<file path="src/rtl/mm_arb_pkg.sv">
// Shared types for the main-memory arbiter: FSM states, port owner and the
// line-offset helper used to build word addresses.
package mm_arb_pkg;

    typedef enum logic [1:0] {
        IDLE  = 2'd0,
        GRANT = 2'd1,
        BURST = 2'd2,
        DONE  = 2'd3
    } arb_state_t;

    typedef enum logic {
        OWN_IMEM = 1'b0,
        OWN_DMEM = 1'b1
    } owner_t;

    // Number of low address bits covered by one cache line.
    function automatic int line_offset(input int words_per_line, input int data_width);
        return $clog2(words_per_line) + $clog2(data_width / 8);
    endfunction

endpackage

</file>
<file path="src/rtl/burst_counter.sv">
// Word index within a line burst: cleared at grant, advanced on each
// accepted memory word, flags the final word of the line.
module burst_counter #(
    parameter int WIDTH = 3
) (
    input  logic             clk,
    input  logic             reset_n,
    input  logic             i_clear,
    input  logic             i_inc,
    output logic [WIDTH-1:0] o_count,
    output logic             o_last
);

    logic [WIDTH-1:0] r_count;

    always_ff @(posedge clk or negedge reset_n) begin
        if (!reset_n) begin
            r_count <= '0;
        end else if (i_clear) begin
            r_count <= '0;
        end else if (i_inc) begin
            r_count <= r_count + WIDTH'(1);
        end
    end

    assign o_count = r_count;
    assign o_last  = &r_count;

endmodule

</file>
<file path="src/rtl/mm_arbiter.sv">
// Round-robin arbiter for the single main-memory port shared by the I-cache
// refill path and the D-cache fill/writeback path; each grant is one line burst.
module mm_arbiter
    import mm_arb_pkg::*;
#(
    parameter int ADDR_WIDTH     = 32,
    parameter int DATA_WIDTH     = 32,
    parameter int WORDS_PER_LINE = 8
) (
    input  logic                          clk,
    input  logic                          reset_n,
    input  logic                          req_imem,
    input  logic [ADDR_WIDTH-1:0]         addr_imem,
    input  logic                          req_dmem,
    input  logic                          wr_dmem,
    input  logic [ADDR_WIDTH-1:0]         addr_dmem,
    input  logic [DATA_WIDTH-1:0]         wdata_dmem,
    input  logic                          lock_dmem,
    output logic                          gnt_imem,
    output logic                          gnt_dmem,
    output logic                          word_valid_imem,
    output logic                          word_valid_dmem,
    output logic                          done_imem,
    output logic                          done_dmem,
    output logic [$clog2(WORDS_PER_LINE)-1:0] word_idx,
    output logic [DATA_WIDTH-1:0]         rdata,
    output logic                          re_mm,
    output logic                          we_mm,
    output logic [ADDR_WIDTH-1:0]         addr_mm,
    output logic [DATA_WIDTH-1:0]         wdata_mm,
    input  logic [DATA_WIDTH-1:0]         rdata_mm,
    input  logic                          mem_valid_mm
);

    localparam int IDX_W  = $clog2(WORDS_PER_LINE);
    localparam int BYTE_W = $clog2(DATA_WIDTH / 8);
    localparam int OFFSET = line_offset(WORDS_PER_LINE, DATA_WIDTH);
    localparam logic [ADDR_WIDTH-1:0] LINE_MASK =
        ~((ADDR_WIDTH'(1) << OFFSET) - ADDR_WIDTH'(1));

    arb_state_t             r_state;
    arb_state_t             w_state_next;
    owner_t                 r_owner;
    owner_t                 w_owner_next;
    owner_t                 r_last;
    owner_t                 w_last_next;
    owner_t                 w_sel;
    logic [ADDR_WIDTH-1:0]  r_addr;
    logic [ADDR_WIDTH-1:0]  w_addr_next;
    logic                   r_wr;
    logic                   w_wr_next;
    logic                   w_cnt_clear;
    logic                   w_cnt_inc;
    logic                   w_cnt_last;
    logic                   w_busy;
    logic [ADDR_WIDTH-1:0]  w_word_addr;

    always_ff @(posedge clk or negedge reset_n) begin
        if (!reset_n) begin
            r_state <= IDLE;
            r_owner <= OWN_IMEM;
            r_last  <= OWN_DMEM;
            r_addr  <= '0;
            r_wr    <= 1'b0;
        end else begin
            r_state <= w_state_next;
            r_owner <= w_owner_next;
            r_last  <= w_last_next;
            r_addr  <= w_addr_next;
            r_wr    <= w_wr_next;
        end
    end

    assign w_cnt_inc = (r_state == BURST) && mem_valid_mm;

    burst_counter #(
        .WIDTH (IDX_W)
    ) u_burst_counter (
        .clk     (clk),
        .reset_n (reset_n),
        .i_clear (w_cnt_clear),
        .i_inc   (w_cnt_inc),
        .o_count (word_idx),
        .o_last  (w_cnt_last)
    );

    // Line base with the word index spliced in; request low bits never leak through.
    assign w_word_addr = (r_addr & LINE_MASK) | (ADDR_WIDTH'(word_idx) << BYTE_W);
    assign w_busy      = (r_state != IDLE);

    always_comb begin
        w_state_next    = r_state;
        w_owner_next    = r_owner;
        w_last_next     = r_last;
        w_addr_next     = r_addr;
        w_wr_next       = r_wr;
        w_sel           = OWN_IMEM;
        w_cnt_clear     = 1'b0;
        re_mm           = 1'b0;
        we_mm           = 1'b0;
        addr_mm         = '0;
        word_valid_imem = 1'b0;
        word_valid_dmem = 1'b0;
        done_imem       = 1'b0;
        done_dmem       = 1'b0;
        gnt_imem        = w_busy && (r_owner == OWN_IMEM);
        gnt_dmem        = w_busy && (r_owner == OWN_DMEM);

        case (r_state)
            IDLE: begin
                if (req_imem || req_dmem) begin
                    if (req_imem && req_dmem) begin
                        w_sel = (r_last == OWN_DMEM) ? OWN_IMEM : OWN_DMEM;
                    end else if (req_imem) begin
                        w_sel = OWN_IMEM;
                    end else begin
                        w_sel = OWN_DMEM;
                    end
                    w_owner_next = w_sel;
                    w_addr_next  = (w_sel == OWN_DMEM) ? addr_dmem : addr_imem;
                    w_wr_next    = (w_sel == OWN_DMEM) ? wr_dmem : 1'b0;
                    w_state_next = GRANT;
                end
            end
            GRANT: begin
                w_cnt_clear  = 1'b1;
                w_state_next = BURST;
            end
            BURST: begin
                re_mm           = !r_wr;
                we_mm           = r_wr;
                addr_mm         = w_word_addr;
                word_valid_imem = mem_valid_mm && (r_owner == OWN_IMEM);
                word_valid_dmem = mem_valid_mm && (r_owner == OWN_DMEM);
                if (mem_valid_mm && w_cnt_last) begin
                    w_state_next = DONE;
                end
            end
            DONE: begin
                done_imem   = (r_owner == OWN_IMEM);
                done_dmem   = (r_owner == OWN_DMEM);
                w_last_next = r_owner;
                // A locked D-side keeps the port, e.g. writeback then refill of the same line.
                if ((r_owner == OWN_DMEM) && lock_dmem) begin
                    w_owner_next = OWN_DMEM;
                    w_addr_next  = addr_dmem;
                    w_wr_next    = wr_dmem;
                    w_state_next = GRANT;
                end else begin
                    w_state_next = IDLE;
                end
            end
            default: begin
                w_state_next = IDLE;
            end
        endcase
    end

    assign rdata    = rdata_mm;
    assign wdata_mm = wdata_dmem;

endmodule

</file>
<file path="config.mk">
export PLATFORM = sky130hd
export DESIGN_NAME = mm_arbiter
export DESIGN_NICKNAME = d
export VERILOG_FILES = /design/src/rtl/mm_arb_pkg.sv /design/src/rtl/burst_counter.sv /design/src/rtl/mm_arbiter.sv
export SDC_FILE = /design/constraint.sdc
export NUM_CORES = 1
export LEC_CHECK = 0
export CAP_MARGIN = 20
export CELL_PAD_IN_SITES_DETAIL_PLACEMENT = 1
export CELL_PAD_IN_SITES_GLOBAL_PLACEMENT = 2
export CORE_ASPECT_RATIO = 1.25
export CORE_MARGIN = 5
export CORE_UTILIZATION = 17
export DETAILED_ROUTE_END_ITERATION = 8
export PLACE_DENSITY = 0.94
export SYNTH_ARGS = -nofsm -noshare
export SYNTH_HDL_FRONTEND = slang
export SYNTH_SLANG_ARGS = --single-unit
</file>
<file path="constraint.sdc">
create_clock -name clk -period 4.1 [get_ports clk]
set_input_delay 0.82 -clock clk [delete_from_list [all_inputs] [get_ports clk]]
set_output_delay 0.82 -clock clk [all_outputs]
set_load 0.05 [all_outputs]
</file>
==> flow_summary.json, run 1 <==
{
  "critPathKind": "input pin to output pin",
  "critPathRequiredTime_ns": 3.28,
  "drive_gt1_share_pct": 9.82,
  "final_common_cell": "clkdlybuf4s50_1",
  "ant_nets": 0,
  "grt_max_degree": 57,
  "path_cells": "clkdlybuf4s50_1 > nand2_1 > nor2_1 > clkdlybuf4s50_1",
  "crit_path_frequent_cell": "clkdlybuf4s50_1",
  "cts_num_sinks": 35,
  "via_per_inst": 4.37,
  "root_buffer": "clkbuf_16",
  "slowest_stage": "clkdlybuf4s50_1",
  "clk_latency_ns": 0.28,
  "setup_viol": 0,
  "core_area_um2": 16100,
  "syn_avg_cell_area_um2": 8.76,
  "cts_resized": 0,
  "cp_max_fo": 5,
  "rsz0062_at_grt": "no",
  "grt_pass1_wl_um": 14500,
  "ys_seq_area_share_pct": 31.8,
  "fillers": 1906,
  "dp_hpwl_um": 6870,
  "period_share_pct": 79.8,
  "cts_setup_buffers": 0,
  "worst_ep_arrival_time_ns": 2.45,
  "dr.pass1.iters": 4,
  "tightest_slew_ns": 0.872,
  "start_util_pct": 17.2,
  "status": "completed",
  "fp.dieH_um": 152,
  "slowest_delay_ns": 0.81,
  "clk_path_buf_depth": 2,
  "cts_hold_repair.buffers": 0,
  "grt_pass1_vias": 2666,
  "die_w_um": 124,
  "max_slew_margin_pct": 41.9,
  "drtIter0Drc": 67,
  "rows": 52,
  "cts_tree": "done",
  "antenna_found_initial": 0,
  "crit_path_end_kind": "output pin",
  "nNetsFinal": 476,
  "final_max_slew_viol_count": 0,
  "n_antenna_cell": 0,
  "wl_um": 9590,
  "cts_max_level": 2,
  "num_vias": 2412,
  "p_total_w": 0.00314,
  "gp_congestion": 0.659,
  "wl_per_cell_um": 17.4,
  "yosysWarnings": 0,
  "vdd_ir_drop_max_mv": 0.255,
  "syn2layout_area_growth_pct": 31.5,
  "grt_util_all_layers_pct": 10.0,
  "leakage_nw": 1.34,
  "p_per_area_nw_per_um2": 865,
  "finalClockSkew_ns": 0.00448,
  "ys_seq_elements": 35,
  "drc_errors": 0,
  "final_cell_mix": "clkdlybuf4s50_1 (100), a31oi_1 (55), dfrtp_1 (34)",
  "synthesis.area_um2": 2760,
  "max_freq_ghz": 0.306,
  "fin_util_pct": 22.6,
  "dieArea_um2": 18900,
  "max_cap_viol_count": 0,
  "clk_pin_slew_ns": 0.06,
  "port_buffers": 101,
  "synth_cells": 315,
  "hold_path.class": "flop to flop",
  "critPathLaunchType": "input pin",
  "fin_tns_setup_ns": 0,
  "min_period_ns": 3.27,
  "final_hold_viol_count": 0,
  "grt-ovfl-total": 0,
  "cts_buffers": 5,
  "ios": 242,
  "synth_cell_types": 30
}
==> per-stage QoR <==
step / setup slack [ns] / cell area [µm²] / hold slack (ns) / instances
after CTS: 0.820 / 3600 / 0.546 / 551
after global routing: 0.757 / 3630 / 0.569 / 552
after detailed placement: 0.825 / 3430 / 0.533 / 543
after floorplan: 1.63 / 2760 / 0.505 / 316
final: 0.827 / 3630 / 0.543 / 552
after global placement: 0.865 / 3430 / 0.519 / 543
==> registers in the layout (all words and copies together) (netlist names) <==
name	flops
r_addr	27
u_burst_counter.o_count	3
r_last	1
r_wr	1
r_state	2
r_owner	1
==> where the power goes <==
group          total, W  leakage, nW  switching [W]  internal [W]
sequential     0.000643        0.399       0.000114      0.000529
clock          0.000456       0.0868       0.000153      0.000303
combinational   0.00204        0.855        0.00132      0.000718
total           0.00314         1.34        0.00159       0.00155
==> cells by family after synthesis <==
| group | share of synthesized area, % |
|---|---|
| xor gates and xnor gates | 0.318 |
| DFF | 31.8 |
| adders and majority gates | 2.72 |
| other | 0.136 |
| and+or+nand+nor | 20.3 |
| AOI/OAI and AO/OA | 19.5 |
| buffers and inverters | 24.0 |
| muxes | 1.18 |
==> path summary, 6_finish.rpt <==
path / from / to / slack [ns] / cells past startpoint
min in group asynchronous: reset_n / r_addr[7] / 0.66 / 1
max: mem_valid_mm / word_valid_imem / 0.83 / 4
min reg2reg: r_addr[16] / r_addr[16] / 0.54 / 2
min: r_addr[16] / r_addr[16] / 0.54 / 2
max in group asynchronous: reset_n / r_addr[11] / 2.89 / 1
max reg2reg: r_state[0] / r_addr[30] / 1.39 / 6
==> layer usage <==
layer	global-route usage (%)	share of wire [%]	up-vias
met3	2.01	6.4	36
li1	-	-	1083
met5	0	0	-
met2	16.9	49	114
met1	11.3	39	1179
met4	6.16	5.0	0
==> final cells by class <==
type                       count  area (µm²)  area share [%]
inverter                       3        11.3           0.310
timing repair buffer         107        1070            29.5
clock inverter                 2        35.0           0.966
multi-input combinational    183        1220            33.7
tap                          216         270            7.45
sequential                    35         877            24.2
clock buffer                   6         139            3.83
==> Yosys cell counts, drive strengths merged <==
master / count / area share [%]
nor2b: 4 / 1.2
dfrtp: 34 / 31
a21oi: 3 / 0.54
buf: 78 / 21
nor2: 6 / 0.82
a21bo: 1 / 0.36
inv: 3 / 0.41
clkbuf: 17 / 2.3
nand2: 3 / 0.41
a21boi: 1 / 0.27
and3: 3 / 0.68
xor2: 1 / 0.32
a21o: 1 / 0.27
a31oi: 55 / 12
ha: 6 / 2.7
dfstp: 1 / 0.95
o31ai: 2 / 0.54
nand3: 2 / 0.36
or2: 1 / 0.23
conb: 1 / 0.14
and2: 32 / 7.3
o21ai: 28 / 5.1
or3b: 28 / 8.9
mux2: 2 / 0.82
mux2i: 1 / 0.36
nand2b: 1 / 0.50
==> critical path, delay by kind of cell <==
kind                   cells  cell delay [ns]
buffers and inverters      2             1.36
AND/OR/NAND/NOR            2             0.26
(Power assumes the default switching activity.)
==> inputs of run 2 (changes only) <==
CORE_UTILIZATION = 16   (was 17)
PLACE_DENSITY = 0.89   (was 0.94)
clock period = 3.05 ns   (was 4.1 ns; I/O delays follow)
==> run 2 against run 1 <==
Against the previous run: first-iteration DRC count decreased by 51%; critical path depth unchanged; core utilization is 0.83 points higher; routed wire length increased by 2.1%; hold slack got worse by 0.076 ns; sequential power rose by 33%.
==> flow_summary.json, run 2 (same netlist as run 1, synthesis figures left out) <==
{
  "top_register": "r_addr",
  "final_common_cell": "clkdlybuf4s50_1",
  "grt-ovfl-total": 0,
  "dieArea_um2": 20000,
  "fp.dieH_um": 157,
  "syn2layout_area_growth_pct": 43.4,
  "cp_max_fo": 7,
  "final_hold_viol_count": 0,
  "drc_errors": 0,
  "grt_util_all_layers_pct": 9.73,
  "clk_latency_ns": 0.28,
  "cts_max_level": 2,
  "dp_hpwl_um": 7350,
  "grt_max_degree": 57,
  "via_per_inst": 4.23,
  "combPwrFrac_pct": 70.0,
  "drtIter0Drc": 33,
  "cts_hold_repair.buffers": 0,
  "hold_path.class": "input pin to asynchronous set/reset pin",
  "largest_register_ffs": 27,
  "cts_num_sinks": 35,
  "cts_resized": 0,
  "min_period_ns": 2.66,
  "p_sw_share_pct": 47.8,
  "rows": 53,
  "vdd_ir_drop_max_mv": 0.357,
  "start_util_pct": 16.3,
  "fin_tns_setup_ns": 0,
  "dp.cells": 551,
  "gp_congestion": 0.711,
  "critPathLaunchType": "flop",
  "rsz0062_at_grt": "no",
  "wl_um": 9800,
  "leakage_nw": 1.51,
  "power_switching_w": 0.00225,
  "grt_pass1_wl_um": 15100,
  "antenna_found_initial": 0,
  "clk_pin_slew_ns": 0.06,
  "clk_path_buf_depth": 2,
  "period_share_pct": 87.1,
  "drive_gt1_share_pct": 20.4,
  "cts_tree": "done",
  "critPathKind": "flop to output pin",
  "root_buffer": "clkbuf_16",
  "max_cap_viol_count": 0,
  "num_vias": 2364,
  "port_buffers": 101,
  "n_antenna_cell": 0,
  "p_clk_share_pct": 11.7,
  "max_freq_ghz": 0.376,
  "pwr-share-seq_pct": 18.3,
  "setup_viol": 0,
  "die_w_um": 127,
  "max_slew_margin_pct": 39.1,
  "status": "completed",
  "final_cell_mix": "clkdlybuf4s50_1 (66), a31oi_1 (55), buf_12 (34), dfrtp_1 (34), and2_1 (32)",
  "p_per_area_nw_per_um2": 1190,
  "worst_ep_arrival_time_ns": 2.05,
  "tightest_slew_ns": 0.914,
  "cts_buffers": 5,
  "dr.pass1.iters": 4,
  "final_max_slew_viol_count": 0,
  "wl_per_cell_um": 17.5,
  "ant_nets": 0,
  "critPathRequiredTime_ns": 2.44,
  "cts_setup_buffers": 0,
  "grt_pass1_vias": 2678,
  "ios": 242,
  "fin_cells": 559,
  "core_area_um2": 16900,
  "nNetsFinal": 479,
  "crit_path_end_kind": "output pin",
  "internal-power_w": 0.00245,
  "finalClockSkew_ns": 0.00330
}
-- run 2: path summary, 6_finish.rpt --
kind / start / endpoint / slack (ns) / cells after the start
hold reg to reg: r_addr[17] / r_addr[17] / 0.54 / 2
hold / removal: reset_n / r_addr[8] / 0.47 / 1
min in group clk: r_addr[17] / r_addr[17] / 0.54 / 2
setup reg to reg: r_state[0] / r_addr[5] / 0.99 / 6
setup / recovery: r_state[0] / gnt_dmem / 0.39 / 4
max in group asynchronous: reset_n / r_addr[17] / 2.02 / 1
-- run 2: layout make-up --
class                           instances  area [µm²]
Sequential cell                        35         877
Clock buffer                            8         156
Tap cell                              220         275
Fill cell                            1941       13000
Multi-Input combinational cell        183        1220
Inverter                                3        11.3
Timing Repair Buffer                  110        1410
-- run 2: power by group through the flow --
stage / Sequential, W / Clock (W) / Combinational [W]
final: 0.000857 / 0.000552 / 0.00329
after global routing: 0.000886 / 0.000594 / 0.00352
after CTS: 0.000858 / 0.000580 / 0.00336
after detailed placement: 0.000868 / 0 / 0.00334
after global placement: 0.000847 / 0 / 0.00327
after floorplan: 0.000850 / 0 / 0.00212
-- run 2: routing by layer --
| metal | vias to the layer above | GRT usage [%] | wire [µm] |
|---|---|---|---|
| li1 | 1083 | - | - |
| met1 | 1147 | 11.3 | 3910 |
| met2 | 101 | 16.9 | 4930 |
| met3 | 33 | 2.29 | 605 |
| met4 | 0 | 4.50 | 352 |
| met5 | - | 0 | 0 |
-- run 2: metrics by stage --
stage	total power, W	utilization (%)	setup WS [ns]	instance area, µm²	hold WS (ns)
after floorplan	0.00297	-	0.791	2760	0.314
after global placement	0.00412	22.5	0.670	3800	0.519
after detailed placement	0.00421	22.5	0.614	3800	0.534
after CTS	0.00479	23.4	0.372	3960	0.483
after global routing	0.00500	23.4	0.314	3960	0.526
final	0.00470	23.4	0.392	3960	0.467
-- run 2: worst max-delay path: stages, from the launching register on --
cell and delay (ns):
dfrtp_1 0.41, inv_1 0.08, ha_1 0.28, nor2b_1 0.16
clkdlybuf4s50_1 0.83
==> inputs of run 3 (changes only) <==
==> constraint.sdc (replaced) <==
create_clock -name clk -period 3.05 [get_ports clk]
set_input_delay 0.305 -clock clk [delete_from_list [all_inputs] [get_ports clk]]
set_output_delay 0.305 -clock clk [all_outputs]
set_load 0.05 [all_outputs]
==> run 3 against run 2 <==
Against the previous run: via count up 0.68%; core utilization down 2.5 points; die area unchanged; clock power down 9.2%; register-to-register slack worse by 0.03 ns; critical path depth up 1; critical path type unchanged; critical endpoint is now addr_mm[21]; largest cell class is now multi-input gates; highest routed layer unchanged.
==> flow_summary.json, run 3 (same netlist as run 1, synthesis figures left out) <==
{
  "status": "completed",
  "cts_buffers": 5,
  "num_vias": 2380,
  "final_common_cell": "clkdlybuf4s50_1",
  "clk_path_buf_depth": 2,
  "via_per_inst": 4.28,
  "period_share_pct": 78.8,
  "root_buffer": "clkbuf_16",
  "critPathKind": "flop to output pin",
  "vdd_ir_drop_max_mv": 0.278,
  "finalClockSkew_ns": 0.00399,
  "fin_util_pct": 20.9,
  "die_w_um": 127,
  "grt_util_all_layers_pct": 9.39,
  "cp_max_fo": 22,
  "rows": 53,
  "grt_max_degree": 57,
  "place_area_um2": 3400,
  "leakage_nw": 1.38,
  "core_area_um2": 16900,
  "top_register": "r_addr",
  "tightest_slew_ns": 0.864,
  "rsz0062_at_grt": "no",
  "critPathLaunch": "r_state[0]",
  "grt_pass1_wl_um": 14800,
  "antenna_found_initial": 0,
  "p_per_area_nw_per_um2": 1150,
  "syn2layout_area_growth_pct": 28.3,
  "start_util_pct": 16.3,
  "critPathLaunchType": "flop",
  "nNetsFinal": 476,
  "drive_gt1_share_pct": 19.0,
  "final_cell_mix": "clkdlybuf4s50_1 (66), a31oi_1 (55), buf_4 (36)",
  "grt-ovfl-total": 0,
  "port_buffers": 101,
  "dr.pass1.iters": 5,
  "fp.dieH_um": 157,
  "max_freq_ghz": 0.416,
  "largest_register_ffs": 27,
  "min_period_ns": 2.40,
  "dp_hpwl_um": 7030,
  "clk_pin_slew_ns": 0.06,
  "wl_um": 9460,
  "r2r_cells": 5,
  "ant_nets": 0,
  "design_area_um2": 3540,
  "reg2reg_slack_ns": 0.96,
  "crit_path_end_kind": "output pin",
  "cts_num_sinks": 35,
  "gp_congestion": 0.709,
  "n_antenna_cell": 0,
  "drc_errors": 0,
  "hold_path.class": "input pin to asynchronous set/reset pin",
  "cts_hold_repair.buffers": 0,
  "final_max_slew_viol_count": 0,
  "fin_tns_setup_ns": 0,
  "drtIter0Drc": 58,
  "ios": 242,
  "critPathRequiredTime_ns": 2.74,
  "final_hold_viol_count": 0,
  "cts_resized": 0,
  "max_slew_margin_pct": 42.4,
  "wl_per_cell_um": 17.0,
  "cts_tree": "done",
  "setup_viol": 0,
  "grt_pass1_vias": 2666,
  "timing.rr.start": "r_state[0]",
  "worst_ep_arrival_time_ns": 2.10,
  "cts_max_level": 2,
  "cts_setup_buffers": 0,
  "dieArea_um2": 20000,
  "fin_hold_ws_ns": 0.138,
  "clk_latency_ns": 0.28,
  "max_cap_viol_count": 0
}
## run 3: cell count changes in the layout (fill, tap and decap cells not counted), sizes merged
cell and delta:
buf -3
## run 3: metrics by stage
step / setup WS, ns / std cells / total power (W)
after global placement: 0.928 / 548 / 0.00355
after floorplan: 1.10 / 316 / 0.00297
after global routing: 0.408 / 556 / 0.00437
final: 0.646 / 556 / 0.00407
after detailed placement: 0.860 / 548 / 0.00362
after CTS: 0.547 / 556 / 0.00415
## run 3: worst max-delay path: stages (launching register included)
cell     delay [ns]
dfrtp_1        0.42
inv_1          0.11
ha_1           0.59
buf_4          0.33
and2_1         0.17
buf_4          0.20
## run 3: cell type report
| cell class | count | area (µm²) |
|---|---|---|
| Fill cell | 1989 | 13400 |
| Inverter | 3 | 11.3 |
| Timing Repair Buffer | 107 | 1020 |
| Clock buffer | 8 | 136 |
| Sequential cell | 35 | 877 |
| Multi-Input combinational cell | 183 | 1220 |
| Tap cell | 220 | 275 |
## run 3: layer usage
metal / vias up / share of wire [%] / GRT usage [%]
li1: 1083 / - / -
met1: 1158 / 38 / 10.3
met2: 106 / 51 / 16.6
met3: 33 / 8.0 / 2.87
met4: 0 / 3.7 / 4.24
met5: - / 0 / 0
## run 3: where the power goes
| part | total [W] | internal (W) | switching, W | leakage [nW] |
|---|---|---|---|---|
| Sequential | 0.000857 | 0.000711 | 0.000146 | 0.399 |
| Clock | 0.000501 | 0.000304 | 0.000196 | 0.0652 |
| Combinational | 0.00271 | 0.000942 | 0.00177 | 0.920 |
## run 3: worst paths after layout
check                              endpoint
worst max-delay path            addr_mm[21]
worst min-delay path              r_addr[7]
worst max register to register   r_state[1]
worst min register to register         r_wr
max in group asynchronous        r_addr[15]
min in group clk                       r_wr
